## src/rtl/pixel_write_scheduler_pkg.sv

```systemverilog
// ----------------------------------------------------------------------------
// pxl_sched_pkg
// Shared definitions for the pixel write scheduler: the scheduler state
// encoding, default geometry/width constants and the escape saturation helper.
// No ports (package).
// ----------------------------------------------------------------------------
package pxl_sched_pkg;

    typedef enum logic [2:0] {
        IDLE,
        CLEAR,
        REQ,
        WAIT,
        WRITE
    } sched_state_t;

    localparam int H_RES_DEF  = 640;
    localparam int V_RES_DEF  = 480;
    localparam int ADDR_W_DEF = 19;
    localparam int DATA_W_DEF = 4;

    // Clamp a 16-bit iteration count to the largest value representable in
    // 'width' bits. The caller narrows the result to its stored width.
    function automatic logic [15:0] sat_escape(input logic [15:0] value,
                                               input int unsigned width);
        logic [16:0] limit;
        limit = 17'(1) << width;
        if ({1'b0, value} < limit)
            return value;
        else
            return 16'(limit - 17'd1);
    endfunction

endpackage

```

## src/rtl/pixel_write_scheduler_if.sv

```systemverilog
// ----------------------------------------------------------------------------
// pixel_write_scheduler_if
// Bundles the fractal engine handshake and the pixel RAM write port.
//   eng_ready   engine idle, may accept a pixel          (engine -> scheduler)
//   eng_done    one-cycle result strobe                  (engine -> scheduler)
//   eng_escape  16-bit iteration count, valid with done  (engine -> scheduler)
//   eng_start   one-cycle pixel launch                   (scheduler -> engine)
//   eng_x/y     current pixel coordinates                (scheduler -> engine)
//   wr_en/addr/data  RAM write port                      (scheduler -> RAM)
// modport master: scheduler side; modport slave: engine/RAM side.
// ----------------------------------------------------------------------------
interface pixel_write_scheduler_if
    import pxl_sched_pkg::*;
#(
    parameter int ADDR_W = ADDR_W_DEF,
    parameter int DATA_W = DATA_W_DEF
);
    logic              eng_ready;
    logic              eng_done;
    logic [15:0]       eng_escape;
    logic              eng_start;
    logic [9:0]        eng_x;
    logic [9:0]        eng_y;
    logic              wr_en;
    logic [ADDR_W-1:0] wr_addr;
    logic [DATA_W-1:0] wr_data;

    modport master (
        input  eng_ready, eng_done, eng_escape,
        output eng_start, eng_x, eng_y, wr_en, wr_addr, wr_data
    );

    modport slave (
        output eng_ready, eng_done, eng_escape,
        input  eng_start, eng_x, eng_y, wr_en, wr_addr, wr_data
    );
endinterface

```

## src/rtl/pixel_write_scheduler_raster_counter.sv

```systemverilog
// ----------------------------------------------------------------------------
// raster_counter
// Holds the current pixel x/y and the registered RAM address y*H_RES+x.
//   clk, reset   clock, synchronous active-low reset
//   clear_xy     return to pixel (0,0) (wins over advance)
//   advance      step to the next pixel in raster order, wrapping at frame end
//   x, y         current coordinates
//   last_pixel   current pixel is (H_RES-1, V_RES-1)
//   addr         registered linear address of (x, y)
// ----------------------------------------------------------------------------
module raster_counter
    import pxl_sched_pkg::*;
#(
    parameter int H_RES  = H_RES_DEF,
    parameter int V_RES  = V_RES_DEF,
    parameter int ADDR_W = ADDR_W_DEF
) (
    input  logic              clk,
    input  logic              reset,
    input  logic              clear_xy,
    input  logic              advance,
    output logic [9:0]        x,
    output logic [9:0]        y,
    output logic              last_pixel,
    output logic [ADDR_W-1:0] addr
);
    logic [9:0] x_next;
    logic [9:0] y_next;

    assign last_pixel = (x == 10'(H_RES - 1)) && (y == 10'(V_RES - 1));

    always_comb begin
        x_next = x;
        y_next = y;
        if (clear_xy) begin
            x_next = '0;
            y_next = '0;
        end else if (advance) begin
            if (x == 10'(H_RES - 1)) begin
                x_next = '0;
                y_next = (y == 10'(V_RES - 1)) ? 10'd0 : y + 10'd1;
            end else begin
                x_next = x + 10'd1;
            end
        end
    end

    // The address is computed from the next coordinates so it is already
    // registered and aligned with x/y in the cycle they are used.
    always_ff @(posedge clk) begin
        if (!reset) begin
            x    <= '0;
            y    <= '0;
            addr <= '0;
        end else begin
            x    <= x_next;
            y    <= y_next;
            addr <= ADDR_W'(y_next) * ADDR_W'(H_RES) + ADDR_W'(x_next);
        end
    end

endmodule

```

## src/rtl/pixel_write_scheduler.sv

```systemverilog
// ----------------------------------------------------------------------------
// pixel_write_scheduler
// Owns the pixel RAM write port. Either fills the RAM with zero (clear) or
// walks the frame in raster order, launching each pixel on the fractal engine
// and writing its saturated escape value.
//   clk, reset    clock, synchronous active-low reset
//   start_frame   one-cycle request to compute a frame (held pending if busy)
//   clear_req     one-cycle request to zero-fill the RAM (wins over start)
//   bus           pixel_write_scheduler_if.master: engine handshake + RAM port
//   busy          scheduler not in IDLE
//   frame_done    one-cycle pulse after the last frame write
//   clear_done    one-cycle pulse after the last clear write
//   timeout_err   one-cycle pulse when a pixel is written after an engine
//                 watchdog expiry (only with PXL_SCHED_TIMEOUT_EN)
// Optional feature macro: PXL_SCHED_TIMEOUT_EN enables the engine watchdog
// (parameter TIMEOUT and port timeout_err).
// ----------------------------------------------------------------------------
module pixel_write_scheduler
    import pxl_sched_pkg::*;
#(
    parameter int H_RES  = H_RES_DEF,
    parameter int V_RES  = V_RES_DEF,
    parameter int ADDR_W = ADDR_W_DEF,
    parameter int DATA_W = DATA_W_DEF
`ifdef PXL_SCHED_TIMEOUT_EN
    , parameter int TIMEOUT = 4096
`endif
) (
    input  logic clk,
    input  logic reset,
    input  logic start_frame,
    input  logic clear_req,
    pixel_write_scheduler_if.master bus,
    output logic busy,
    output logic frame_done,
    output logic clear_done
`ifdef PXL_SCHED_TIMEOUT_EN
    , output logic timeout_err
`endif
);
    sched_state_t      state;
    sched_state_t      state_next;
    logic              start_pend;
    logic              clear_pend;
    logic              start_any;
    logic              clear_any;
    logic              go_clear;
    logic              take_start;
    logic              clear_xy;
    logic              advance;
    logic              last_pixel;
    logic              timeout_hit;
    logic [9:0]        x;
    logic [9:0]        y;
    logic [ADDR_W-1:0] addr;
    logic [DATA_W-1:0] esc_q;

    raster_counter #(
        .H_RES  (H_RES),
        .V_RES  (V_RES),
        .ADDR_W (ADDR_W)
    ) u_raster (
        .clk        (clk),
        .reset      (reset),
        .clear_xy   (clear_xy),
        .advance    (advance),
        .x          (x),
        .y          (y),
        .last_pixel (last_pixel),
        .addr       (addr)
    );

    // A request arriving in the same cycle it is acted on counts as pending.
    assign start_any = start_pend | start_frame;
    assign clear_any = clear_pend | clear_req;

`ifdef PXL_SCHED_TIMEOUT_EN
    localparam int CNT_W = $clog2(TIMEOUT + 1);
    logic [CNT_W-1:0] wait_cnt;

    // Fires on the TIMEOUT-th consecutive WAIT cycle without a result.
    assign timeout_hit = (state == WAIT) && !bus.eng_done &&
                         (wait_cnt == CNT_W'(TIMEOUT - 1));

    always_ff @(posedge clk) begin
        if (!reset) begin
            wait_cnt    <= '0;
            timeout_err <= 1'b0;
        end else begin
            wait_cnt    <= (state == WAIT) ? wait_cnt + 1'b1 : '0;
            timeout_err <= timeout_hit;
        end
    end
`else
    assign timeout_hit = 1'b0;
`endif

    always_ff @(posedge clk) begin
        if (!reset)
            state <= IDLE;
        else
            state <= state_next;
    end

    always_comb begin
        state_next = state;
        clear_xy   = 1'b0;
        advance    = 1'b0;
        go_clear   = 1'b0;
        take_start = 1'b0;
        case (state)
            IDLE: begin
                if (clear_any) begin
                    state_next = CLEAR;
                    clear_xy   = 1'b1;
                    go_clear   = 1'b1;
                end else if (start_any) begin
                    state_next = REQ;
                    clear_xy   = 1'b1;
                    take_start = 1'b1;
                end
            end
            CLEAR: begin
                advance = 1'b1;
                if (last_pixel)
                    state_next = IDLE;
            end
            REQ: begin
                if (bus.eng_ready)
                    state_next = WAIT;
            end
            WAIT: begin
                if (bus.eng_done || timeout_hit)
                    state_next = WRITE;
            end
            WRITE: begin
                advance = 1'b1;
                // A completed frame ends normally even if a clear is pending;
                // IDLE then picks the clear up.
                if (last_pixel) begin
                    state_next = IDLE;
                end else if (clear_any) begin
                    state_next = CLEAR;
                    clear_xy   = 1'b1;
                    go_clear   = 1'b1;
                end else begin
                    state_next = REQ;
                end
            end
            default: state_next = IDLE;
        endcase
    end

    always_comb begin
        busy          = (state != IDLE);
        bus.eng_start = 1'b0;
        bus.wr_en     = 1'b0;
        bus.wr_data   = '0;
        case (state)
            CLEAR: bus.wr_en = 1'b1;
            REQ:   bus.eng_start = bus.eng_ready;
            WRITE: begin
                bus.wr_en   = 1'b1;
                bus.wr_data = esc_q;
            end
            default: ;
        endcase
    end

    assign bus.eng_x   = x;
    assign bus.eng_y   = y;
    assign bus.wr_addr = addr;

    // Pending requests; a clear arriving while already clearing is absorbed.
    always_ff @(posedge clk) begin
        if (!reset) begin
            start_pend <= 1'b0;
            clear_pend <= 1'b0;
        end else begin
            if (take_start)
                start_pend <= 1'b0;
            else if (start_frame)
                start_pend <= 1'b1;
            if (go_clear)
                clear_pend <= 1'b0;
            else if (clear_req && state != CLEAR)
                clear_pend <= 1'b1;
        end
    end

    always_ff @(posedge clk) begin
        if (!reset) begin
            esc_q      <= '0;
            frame_done <= 1'b0;
            clear_done <= 1'b0;
        end else begin
            if (state == WAIT && bus.eng_done)
                esc_q <= DATA_W'(sat_escape(bus.eng_escape, DATA_W));
            else if (timeout_hit)
                esc_q <= '1;
            frame_done <= (state == WRITE) && last_pixel;
            clear_done <= (state == CLEAR) && last_pixel;
        end
    end

endmodule
```

## src/flat_wrapper.sv

```systemverilog
// flat-port wrapper written by rule: the top's interface ports become plain ports
module pixel_write_scheduler_flat import pxl_sched_pkg::*;
#(
    parameter int H_RES  = H_RES_DEF,
    parameter int V_RES  = V_RES_DEF,
    parameter int ADDR_W = ADDR_W_DEF,
    parameter int DATA_W = DATA_W_DEF

)
  (clk, reset, start_frame, clear_req, busy, frame_done, clear_done, bus_eng_ready, bus_eng_done, bus_eng_escape, bus_eng_start, bus_eng_x, bus_eng_y, bus_wr_en, bus_wr_addr, bus_wr_data);
  pixel_write_scheduler_if #(.ADDR_W(ADDR_W), .DATA_W(DATA_W)) bus_i ();
  input  logic clk;
  input  logic reset;
  input  logic start_frame;
  input  logic clear_req;
  output logic busy;
  output logic frame_done;
  output logic clear_done;
  input wire logic [$bits(bus_i.eng_ready)-1:0] bus_eng_ready;
  input wire logic [$bits(bus_i.eng_done)-1:0] bus_eng_done;
  input wire logic [$bits(bus_i.eng_escape)-1:0] bus_eng_escape;
  output wire logic [$bits(bus_i.eng_start)-1:0] bus_eng_start;
  output wire logic [$bits(bus_i.eng_x)-1:0] bus_eng_x;
  output wire logic [$bits(bus_i.eng_y)-1:0] bus_eng_y;
  output wire logic [$bits(bus_i.wr_en)-1:0] bus_wr_en;
  output wire logic [$bits(bus_i.wr_addr)-1:0] bus_wr_addr;
  output wire logic [$bits(bus_i.wr_data)-1:0] bus_wr_data;
  assign bus_i.eng_ready = bus_eng_ready;
  assign bus_i.eng_done = bus_eng_done;
  assign bus_i.eng_escape = bus_eng_escape;
  assign bus_eng_start = bus_i.eng_start;
  assign bus_eng_x = bus_i.eng_x;
  assign bus_eng_y = bus_i.eng_y;
  assign bus_wr_en = bus_i.wr_en;
  assign bus_wr_addr = bus_i.wr_addr;
  assign bus_wr_data = bus_i.wr_data;
  pixel_write_scheduler #(.H_RES(H_RES), .V_RES(V_RES), .ADDR_W(ADDR_W), .DATA_W(DATA_W)) u_core (.clk(clk), .reset(reset), .start_frame(start_frame), .clear_req(clear_req), .bus(bus_i), .busy(busy), .frame_done(frame_done), .clear_done(clear_done));
endmodule
```

## config.mk

```make
export PLATFORM = sky130hd
export DESIGN_NAME = pixel_write_scheduler_flat
export DESIGN_NICKNAME = d
export VERILOG_FILES = /design/src/rtl/pixel_write_scheduler_pkg.sv /design/src/rtl/pixel_write_scheduler_if.sv /design/src/rtl/pixel_write_scheduler_raster_counter.sv /design/src/rtl/pixel_write_scheduler.sv /design/src/flat_wrapper.sv
export SDC_FILE = /design/constraint.sdc
export NUM_CORES = 1
export LEC_CHECK = 0
export ABC_AREA = 1
export BUFFER_PORTS_ARGS = -buffer_cell sky130_fd_sc_hd__buf_2
export CORE_MARGIN = 8
export CORE_UTILIZATION = 35
export DETAILED_ROUTE_END_ITERATION = 10
export GPL_ROUTABILITY_DRIVEN = 1
export HOLD_SLACK_MARGIN = 0.08
export PLACE_DENSITY = 0.69
export SKIP_LAST_GASP = 1
export SYNTH_ARGS = -nofsm -noshare
export SYNTH_HDL_FRONTEND = slang
export SYNTH_HIERARCHICAL = 1
export SYNTH_SLANG_ARGS = --single-unit
```

## constraint.sdc

```tcl
create_clock -name clk -period 3.45 [get_ports clk]
set_input_delay 0.69 -clock clk [delete_from_list [all_inputs] [get_ports clk]]
set_output_delay 0.69 -clock clk [all_outputs]
set_load 0.02 [all_outputs]
```

==> metrics.yaml <==
route:
  via_count: 3434
  drtIter0Drc: 159
  drc: 0
  wl_met2_um: 4740
  wl_um: 9220
  routedWlPerCell_um: 12.8
  detail-route-antenna-nets: 0
  vias_per_cell: 4.77
  top_layer: "met4"
  first_pass_iters: 4
  m1WireLength_um: 3800
  met3_wirelength_um: 478
critical_path:
  start_kind: "register"
  worst-path-max-fanout: 4
  arrival_ps: 3610
  endpoint_kind: "register"
  cp.required_ps: 3620
  path_common_cell: "nand2_1"
  crit_type: "reg2reg"
  cp_cell_sequence: "ha_4, nand3_2, buf_4, nor3_2, nand3_1, buf_4, and3_1, o21ai_1, nand2_1, nand2_1, inv_1, ha_1, ha_4, nand2_1, nor2_2, nand2_1, nand3_1, nand2_1, nand2_2, inv_1, nand3_1, xor2_1, nor2_1"
  ff2ff_path_depth: 23
  cpMaxStageDelayCell: "dfxtp_2"
  crit_path_max_incr_delay_ps: 370
synth:
  synth_top_area_share_pct: 28.2
  syn-instance-count: 466
  syn_nets: 509
  synth_fa_ha_area_share_pct: 9.09
  yosysTopAreaCell: "dfxtp_1"
  yosys-top-cells-area: "dfxtp_1 28%, nand2_1 12%, inv_1 9.1%"
  ys_seq_elements: 43
  syn_area_sq_um: 3050
  synth_mux_area_share_pct: 0
  synth.avg_cell_area_sq_um: 6.55
  synth_top_family_by_area: "simple AND/OR/NAND/NOR gates"
  yosys_warnings: 6
  synth_compound_area_share_pct: 8.77
  netlist-cell-type-count: 40
  synth_xor_xnor_area_share_pct: 3.40
  yosys.area_share.simple_pct: 38.0
  synth_seq_area_share_pct: 28.2
global_routing:
  track_usage_pct: 14.9
  grt_max_degree: 16
  grt_pass1_wl_um: 14700
  gr-total-overflow: 0
  grt_pass1_vias: 3366
  antenna_found_initial: 0
placed_design:
  dp_worst_setup_slack_ps: -81.5
  portBuffers: 69
  globalplace.congestion: 0.932
  dp_hpwl_um: 6920
flow_run:
  max-cap-violations: 0
floorplanning:
  die_w_um: 109
  boundaryPins: 70
  dieArea_sq_um: 12000
  die_y_um: 109
  rows: 34
  core-area_sq_um: 8590
  initial_core_util_pct: 35.5
min_path:
  hp-class: "reg2reg"
  whs_path_depth: 2
finish:
  layout_common_cells: "88 x nand2_1, 76 x buf_4, 69 x buf_2"
  fillers: 848
  fin_nets: 654
  syn_to_final_growth_pct: 47.6
  drive_gt1_share_pct: 41.2
  antennaDiodeCount: 0
  mostFrequentLayoutCell: "nand2_1"
power_and_ir_drop:
  total_power_w: 0.00189
  power_density_nw_per_um2: 419
  p_leak_nw: 2.25
  peakVddDrop_mv: 0.254
cts:
  cts_max_level: 2
  path_clk_slew_ps: 90
  cts_tree: "built"
  clock_sinks: 43
  clk_latency_ps: 300
  cts_buffers: 5
  clockRootBuffer: "clkbuf_8"
  clockBufferDepth: 2
timing:
  setup_viol: 0
  tightest_slew_ps: 538
  fin_skew_ps: 8.18
  fin_ws_ps: 8.05
  hold_viol: 0
  drv_slew: 0
  fmax_mhz: 291
  rsz0062_at_grt: "yes"
  slew-limit-headroom_pct: 64.1
  tns_ps: 0
  period_share_pct: 99.8
  period_minus_slack_ps: 3440
outcome:
  status: "finished, final reports clean"
sequential cells by signal, indices dropped and copies added (netlist names):
name                  cells
u_core/clear_pend         1
u_core/frame_done         1
u_core/u_raster/addr     12
u_core/esc_q              4
u_core/start_pend         1
u_core/state              3
u_core/clear_done         1
u_core/u_raster/y        10
u_core/u_raster/x        10
final cells by class:
type / count / area, sq um / share of cell area [%]
tap: 108 / 135 / 3.00
sequential: 43 / 878 / 19.5
multi-input combinational: 329 / 2100 / 46.5
clock inverter: 3 / 42.5 / 0.944
clock buffer: 5 / 68.8 / 1.53
inverter: 83 / 315 / 6.99
timing repair buffer: 149 / 970 / 21.5
worst paths after layout:
path / start / slack [ps] / endpoint
worst max-delay path: u_core/u_raster/y[0]$_SDFF_PN0_ / 8 / u_core/u_raster/addr[17]$_SDFF_PN0_
worst min-delay path: u_core/u_raster/x[6]$_SDFFE_PP0P_ / 530 / u_core/u_raster/x[6]$_SDFFE_PP0P_
worst min register to register: u_core/u_raster/x[6]$_SDFFE_PP0P_ / 530 / u_core/u_raster/x[6]$_SDFFE_PP0P_
worst max register to register: u_core/u_raster/y[0]$_SDFF_PN0_ / 8 / u_core/u_raster/addr[17]$_SDFF_PN0_
report_power, final:
group / switching, W / internal [W] / total, W
combinational: 0.000527 / 0.000387 / 0.000914
clock: 0.000186 / 0.000216 / 0.000402
sequential: 0.0000260 / 0.000546 / 0.000572
critical path: cells and delay by family (launching register included):
kind | cells | cell delay, ps
buffers and inverters | 4 | 480
flip-flops | 1 | 370
XOR/XNOR | 1 | 140
AND/OR/NAND/NOR | 14 | 1430
AO/OA/AOI/OAI | 1 | 150
adder cells (fa/ha/maj) | 3 | 750
Yosys cell counts:
| cell type | count |
|---|---|
| nor3_4 | 1 |
| inv_2 | 8 |
| nor2_4 | 4 |
| nor2_1 | 70 |
| a211oi_1 | 1 |
| nor3_1 | 10 |
| clkbuf_1 | 1 |
| or2_0 | 4 |
| a21boi_1 | 1 |
| nor2_2 | 6 |
| ha_1 | 19 |
| nand3_1 | 28 |
| nand4_1 | 6 |
| xor2_1 | 7 |
| and3_1 | 1 |
| nand2_1 | 98 |
| nand3_4 | 1 |
| buf_4 | 7 |
| nand2_2 | 6 |
| nand3b_1 | 1 |
| nor2_8 | 1 |
| or2_2 | 1 |
| fa_1 | 2 |
| buf_1 | 1 |
| o21ai_2 | 1 |
| o21ai_0 | 15 |
| o21ai_1 | 3 |
| o21a_1 | 3 |
| buf_2 | 2 |
| xnor2_1 | 3 |
| a31oi_1 | 1 |
| dfxtp_1 | 43 |
| nor3_2 | 1 |
| inv_1 | 74 |
| xor2_2 | 1 |
| clkinv_2 | 1 |
| nor3b_4 | 1 |
| nand3_2 | 3 |
| a21oi_1 | 25 |
| nor4_1 | 4 |
per-stage QoR:
| step | instances | area, sq um | hold slack, ps | utilization [%] |
|---|---|---|---|---|
| global route | 720 | 4510 | 567 | 52.5 |
| CTS | 713 | 4250 | 534 | 49.5 |
| global placement | 701 | 4060 | 511 | 47.2 |
| detailed placement | 701 | 4060 | 516 | 47.2 |
| finish | 720 | 4510 | 525 | 52.5 |
| floorplan | 466 | 3130 | 494 | - |
metal layers:
metal | vias to the layer above | track usage [%]
met5 | - | 0
met4 | 0 | 5.59
met3 | 20 | 2.87
met2 | 99 | 26.7
met1 | 1568 | 17.0
li1 | 1747 | -
timing repair:
action                                  in CTS  in global routing
pin swaps                                    7                 32
gates resized for setup                     10                 49
endpoints found under the setup margin       4                  7
setup buffers                                4                  7
hold buffers                                 0                  0
logic make-up (layout without fill, tap and decap cells):
logic type	count (synthesis)	in the layout
buf+inv	94	240
compound gates	50	50
flops	43	43
fa+ha+maj	21	21
simple gates	247	247
xor+xnor	11	11
Note: power is estimated with default switching activity, not from simulation.
